File: src/rtl/life_pkg.sv
// Shared types and widths for the 8x8 Game of Life sequencer.
package life_pkg;

  localparam int unsigned GRID_W = 64;
  localparam int unsigned ROW_W  = 8;

  typedef enum logic [1:0] {
    IDLE = 2'b00,
    RUN  = 2'b01,
    STEP = 2'b10,
    HALT = 2'b11
  } state_t;

  typedef enum logic [1:0] {
    NONE    = 2'b00,
    EXTINCT = 2'b01,
    STABLE  = 2'b10,
    GENLIM  = 2'b11
  } halt_cause_t;

endpackage

File: src/rtl/life_tick.sv
// Commit-period prescaler: counts 0..PERIOD-1 while not cleared, flags the last count.
module life_tick #(
  parameter int unsigned PERIOD = 4
) (
  input  logic clk,
  input  logic reset,
  input  logic clr,
  output logic due_c
);

  localparam int unsigned CNT_W = (PERIOD > 1) ? $clog2(PERIOD) : 1;

  logic [CNT_W-1:0] cnt;

  assign due_c = !clr && (cnt == CNT_W'(PERIOD - 1));

  // Wraps to zero on the due cycle so the next period starts cleanly.
  always_ff @(posedge clk) begin
    if (!reset) begin
      cnt <= '0;
    end else if (clr || due_c) begin
      cnt <= '0;
    end else begin
      cnt <= cnt + CNT_W'(1);
    end
  end

endmodule

File: src/rtl/life_ctrl.sv
// Game of Life generation sequencer: owns the grid, commits evo_next, counts and auto-halts.
// Optional macro LIFE_OSC2_DETECT_EN adds period-2 oscillator detection.
module life_ctrl
  import life_pkg::*;
#(
  parameter int unsigned GEN_W   = 16,
  parameter int unsigned PERIOD  = 4,
  parameter int unsigned MAX_GEN = 1000
) (
  input  logic              clk,
  input  logic              reset,
  input  logic              load,
  input  logic [GRID_W-1:0] seed,
  input  logic              start,
  input  logic              stop,
  input  logic              step,
  input  logic [GRID_W-1:0] evo_next,
  output logic [GRID_W-1:0] grid,
  output logic [GEN_W-1:0]  gen_count,
  output state_t            state,
  output logic              halted,
  output halt_cause_t       halt_cause
);

  logic        tick_clr_c;
  logic        tick_due_c;
  logic        load_c;
  logic        commit_c;
  logic        limit_c;
  halt_cause_t cause_c;

  assign tick_clr_c = (state != RUN) || stop;

  life_tick #(.PERIOD(PERIOD)) u_tick (
    .clk   (clk),
    .reset (reset),
    .clr   (tick_clr_c),
    .due_c (tick_due_c)
  );

  assign load_c   = load && ((state == IDLE) || (state == HALT));
  assign commit_c = (state == STEP) || ((state == RUN) && !stop && tick_due_c);
  assign limit_c  = (MAX_GEN != 0) && ((32'(gen_count) + 32'd1) == 32'(MAX_GEN));

`ifdef LIFE_OSC2_DETECT_EN
  logic [GRID_W-1:0] grid_prev;
  logic              osc_c;

  assign osc_c = (gen_count != '0) && (evo_next == grid_prev) && (evo_next != grid);

  // Generation before the current one, for period-2 comparison.
  always_ff @(posedge clk) begin
    if (!reset || load_c) begin
      grid_prev <= '0;
    end else if (commit_c) begin
      grid_prev <= grid;
    end
  end
`endif

  // Halt check on the incoming generation, highest priority first.
  always_comb begin
    cause_c = NONE;
    if (evo_next == '0) begin
      cause_c = EXTINCT;
    end else if (evo_next == grid) begin
      cause_c = STABLE;
`ifdef LIFE_OSC2_DETECT_EN
    end else if (osc_c) begin
      cause_c = STABLE;
`endif
    end else if (limit_c) begin
      cause_c = GENLIM;
    end
  end

  // Control FSM and grid/counter state; load and commit are mutually exclusive by state.
  always_ff @(posedge clk) begin
    if (!reset) begin
      grid       <= '0;
      gen_count  <= '0;
      state      <= IDLE;
      halted     <= 1'b0;
      halt_cause <= NONE;
    end else if (load_c) begin
      grid       <= seed;
      gen_count  <= '0;
      state      <= IDLE;
      halted     <= 1'b0;
      halt_cause <= NONE;
    end else if (commit_c) begin
      grid      <= evo_next;
      gen_count <= (gen_count == '1) ? gen_count : gen_count + GEN_W'(1);
      if (cause_c != NONE) begin
        state      <= HALT;
        halted     <= 1'b1;
        halt_cause <= cause_c;
      end else if (state == STEP) begin
        state <= IDLE;
      end
    end else begin
      case (state)
        IDLE: begin
          if (start) begin
            state <= RUN;
          end else if (step) begin
            state <= STEP;
          end
        end
        RUN: begin
          if (stop) begin
            state <= IDLE;
          end
        end
        default: ;
      endcase
    end
  end

endmodule

File: config.mk
export PLATFORM = sky130hd
export DESIGN_NAME = life_ctrl
export DESIGN_NICKNAME = d
export VERILOG_FILES = /design/src/rtl/life_pkg.sv /design/src/rtl/life_tick.sv /design/src/rtl/life_ctrl.sv
export SDC_FILE = /design/constraint.sdc
export NUM_CORES = 1
export LEC_CHECK = 0
export CAP_MARGIN = 5
export CORE_MARGIN = 2
export CORE_UTILIZATION = 40
export CTS_BUF_LIST = sky130_fd_sc_hd__clkbuf_4 sky130_fd_sc_hd__clkbuf_8
export DETAILED_ROUTE_END_ITERATION = 10
export DONT_BUFFER_PORTS = 1
export PLACE_DENSITY = 0.65
export SLEW_MARGIN = 10
export SYNTH_ARGS = -nofsm -noshare
export SYNTH_HDL_FRONTEND = slang
export SYNTH_SLANG_ARGS = --single-unit
File: constraint.sdc
create_clock -name clk -period 2.6 [get_ports clk]
set_clock_uncertainty 0.15 [all_clocks]
set_input_delay 0.26 -clock clk [delete_from_list [all_inputs] [get_ports clk]]
set_output_delay 0.26 -clock clk [all_outputs]
set_load 0.01 [all_outputs]
==> summary.txt <==
LOGIC SYNTHESIS
-----------------------------------------------------------------------------------------------------------------
Mux contribution to synthesized area                                                                      0.00616
Fraction of the mapped netlist area in compound gates                                                       0.155
Number of synthesized flops with an enable pin                                                                  0
Cell with the most instances after synthesis                                                              nand2_1
Distinct cell type count after synthesis                                                                       41
Arithmetic-cell share of the synthesized area counting full adders, half adders and majority gates         0.0154
Synth Instances                                                                                               622
Largest area contributor in the netlist                                                                   dfxtp_1
Async set or reset register ratio after synthesis                                                               0
Synth Warn #                                                                                                    0
Top flip-flop cell by instance count after synthesis                                                      dfxtp_1
Cell types with the largest area share after synthesis                                               dfxtp_1 (36%), xnor2_1 (13%), a311oi_1 (12%)
Mapped Nets                                                                                                   762
Sequential element share of the synthesized area                                                            0.357
Main combinational cell family by area after synthesis                                               simple AND/OR/NAND/NOR gates
Proportion of netlist area held by the largest area contributor                                             0.357
Fraction of synthesized cell area in xor and xnor cells                                                     0.147
Mean area per synthesized cell                                                                          7.83 um^2
Simple-gate area share of the yosys netlist                                                                 0.282
Synth Cell Area                                                                                         4870 um^2
Top cell types by occurrence after synthesis                                                         nand2_1 (140), dfxtp_1 (87), nor2_1 (86), xnor2_1 (70), a311oi_1 (64)
Number of flip-flops and latches in the synthesized netlist                                                    87

CLOCKING
-----------------------------------------------------------------------------------------------------------------
Library cell used as clock root buffer                                                                   clkbuf_8
TritonCTS clock tree                                                                                          yes
Worst-case clock buffer depth                                                                                   2
Count of clock tree sinks                                                                                      87
Clock latency on the worst-skew pair                                                                      0.38 ns
H-Tree Depth                                                                                                    3
Total clock buffers created by CTS                                                                              9
Clock slew at reported path FFs                                                                           0.09 ns

DRT
-----------------------------------------------------------------------------------------------------------------
Antenna violation net count after detailed routing                                                              0
Via count                                                                                                    5379
Drt wl/cell                                                                                               21.9 um
Initial DRC count                                                                                             634
Detailed-router iteration count before antenna repair                                                           6
Remaining DRCs                                                                                                  0
Routed vias/inst                                                                                             6.04
Overall routed net length                                                                                 19.5 mm

PWR
-----------------------------------------------------------------------------------------------------------------
VDD IR max                                                                                                 450 uV
Cell leakage power                                                                                        2.24 nW
Ratio of total power to cell area                                                                     742 nW/um^2
Tot Pwr                                                                                                   4.89 mW

CRITICAL PATH
-----------------------------------------------------------------------------------------------------------------
Category of the worst setup path capture point                                                           register
Crit path arrival time                                                                                    2.55 ns
CP Launch Type                                                                                           register
Data required time at the worst endpoint                                                                  2.75 ns
Critical path peak fanout                                                                                       7
Critical path start-end classification                                                                 reg -> reg

GRT
-----------------------------------------------------------------------------------------------------------------
Largest net degree at the start of global routing                                                             109
Remaining Overflow, GRT                                                                                         0
Overall fraction of global-route tracks in use                                                              0.291
Antenna violations before repair                                                                                0
First-pass GRT wire length                                                                                29.1 mm
Vias in the first global route                                                                               5332

DIE
-----------------------------------------------------------------------------------------------------------------
Initial Util                                                                                                0.407
Full die area                                                                                          13100 um^2
Number of rows in the core area                                                                                40
Chip Height                                                                                                114 um
Io pins                                                                                                       219
CORE AREA                                                                                              12000 um^2
Die Span X                                                                                                 114 um

TIMING
-----------------------------------------------------------------------------------------------------------------
Setup Total Neg Slack                                                                                        0 ns
Number of failing hold endpoints at the final stage                                                             0
Minimum period implied by the final worst setup slack                                                     2.40 ns
Endpoints failing setup                                                                                         0
Worst max-slew margin expressed relative to the limit                                                       0.557
Slew @ Worst Pin                                                                                         0.664 ns
Maximum clock rate                                                                                        417 MHz
Setup repair after global routing missed its margin                                                         false
Final critical-path share of the clock period                                                               0.922
Slew Viols, Final                                                                                               0

CELLS AND AREA
-----------------------------------------------------------------------------------------------------------------
Number of inserted diodes                                                                                       0
Post-synthesis to final-layout area growth                                                                  35.3%
Ratio of cells with drive above 1 in the final layout                                                      0.0591
Total number of nets in the final design                                                                      881

PLACEMENT
-----------------------------------------------------------------------------------------------------------------
Hpwl dp                                                                                                   12.7 mm
Gpl congestion                                                                                              0.948
Port buffer count                                                                                               0

HOLD PATH
-----------------------------------------------------------------------------------------------------------------
Min-delay worst type                                                                                    in -> reg

FLOW RUN
-----------------------------------------------------------------------------------------------------------------
Number of max-cap violations                                                                                    0

OUTCOME
-----------------------------------------------------------------------------------------------------------------
Run status                                                                                              completed

## cell usage in the layout, fill, tap and decap left out, drive strengths merged, types with 2 or more instances in the layout
cell | Yosys | final
or3 | 3 | 3
ha | 6 | 6
a22oi | 2 | 2
dfxtp | 87 | 87
nor3b | 2 | 2
a41o | 2 | 2
nor3 | 5 | 5
nand2 | 140 | 140
inv | 5 | 5
xor2 | 12 | 12
dlygate4sd3 | 0 | 131
nor2 | 87 | 87
nand3 | 9 | 9
a311oi | 64 | 64
clkinv | 0 | 2
a21oi | 8 | 8
nor4 | 23 | 23
xnor2 | 70 | 70
clkbuf | 34 | 10
nand2b | 2 | 2
nand4 | 29 | 29
buf | 7 | 18
o21ai | 3 | 3
mux2i | 3 | 3
a211oi | 4 | 4
and3 | 3 | 3
## kinds of logic after synthesis
kind of cell / Yosys count
xor gates and xnor gates: 82
adders and majority gates: 6
buffers and inverters: 46
muxes: 3
AOI/OAI and AO/OA: 89
DFF: 87
and+or+nand+nor: 309
## critical path: stages (launching register included)
cell and delay (ns):
dfxtp_1 0.51, nand4_1 0.29, nor4_1 0.43, mux2i_1 0.28, nand2_1 0.13, o211ai_2 0.22, nand4_1 0.15, a22oi_1 0.18
## flip-flops by register name (all words and copies together) (netlist names)
register / flops
grid: 64
gen_count: 16
halt_cause: 2
state: 2
u_tick.cnt: 2
halted: 1
## where the power goes
part	internal [mW]	total, mW	switching (mW)
Sequential	1.64	2.15	0.514
Combinational	0.748	1.78	1.03
Clock	0.457	0.956	0.499
Total	2.84	4.89	2.05
## layout make-up
cell class | count | area, um^2
Fill cell | 1064 | 5370
Sequential cell | 87 | 1740
Clock inverter | 4 | 47.5
Timing Repair Buffer | 149 | 1480
Inverter | 5 | 18.8
Tap cell | 147 | 184
Clock buffer | 10 | 138
Multi-Input combinational cell | 489 | 2980
## timing repair
action / 4_1_cts / 5_1_grt
setup endpoints to repair: 0 / 2
gates resized for setup: 0 / 1
hold endpoints to repair: 72 / 0
hold buffers: 131 / 0
setup buffers: 0 / 2
## layer usage
layer / GRT usage / wire, um / vias up
li1: - / - / 2457
met1: 0.346 / 7700 / 2538
met2: 0.488 / 9510 / 331
met3: 0.0905 / 1660 / 53
met4: 0.116 / 603 / 0
met5: 0 / 0 / -
## through the flow
stage	setup WS [ns]	cell area, um^2	utilization	hold WS (ns)	std cells
2_1_floorplan	0.358	4870	-	0.257	622
3_3_place_gp	0.293	5080	0.424	0.267	744
3_5_place_dp	0.221	5080	0.424	0.279	744
4_1_cts	0.182	6570	0.549	0.0912	889
5_1_grt	0.0666	6590	0.551	0.123	891
6_report	0.202	6590	0.551	0.129	891
## worst paths after layout
| check | from | to | slack, ns | depth (start not counted) |
|---|---|---|---|---|
| worst max-delay path | gen_count[10] | state[1] | 0.20 | 7 |
| worst min-delay path | reset | state[0] | 0.13 | 3 |
| worst max register to register | gen_count[10] | state[1] | 0.20 | 7 |
| worst min register to register | u_tick.cnt[0] | u_tick.cnt[0] | 0.30 | 1 |
(Power assumes the default switching activity.)
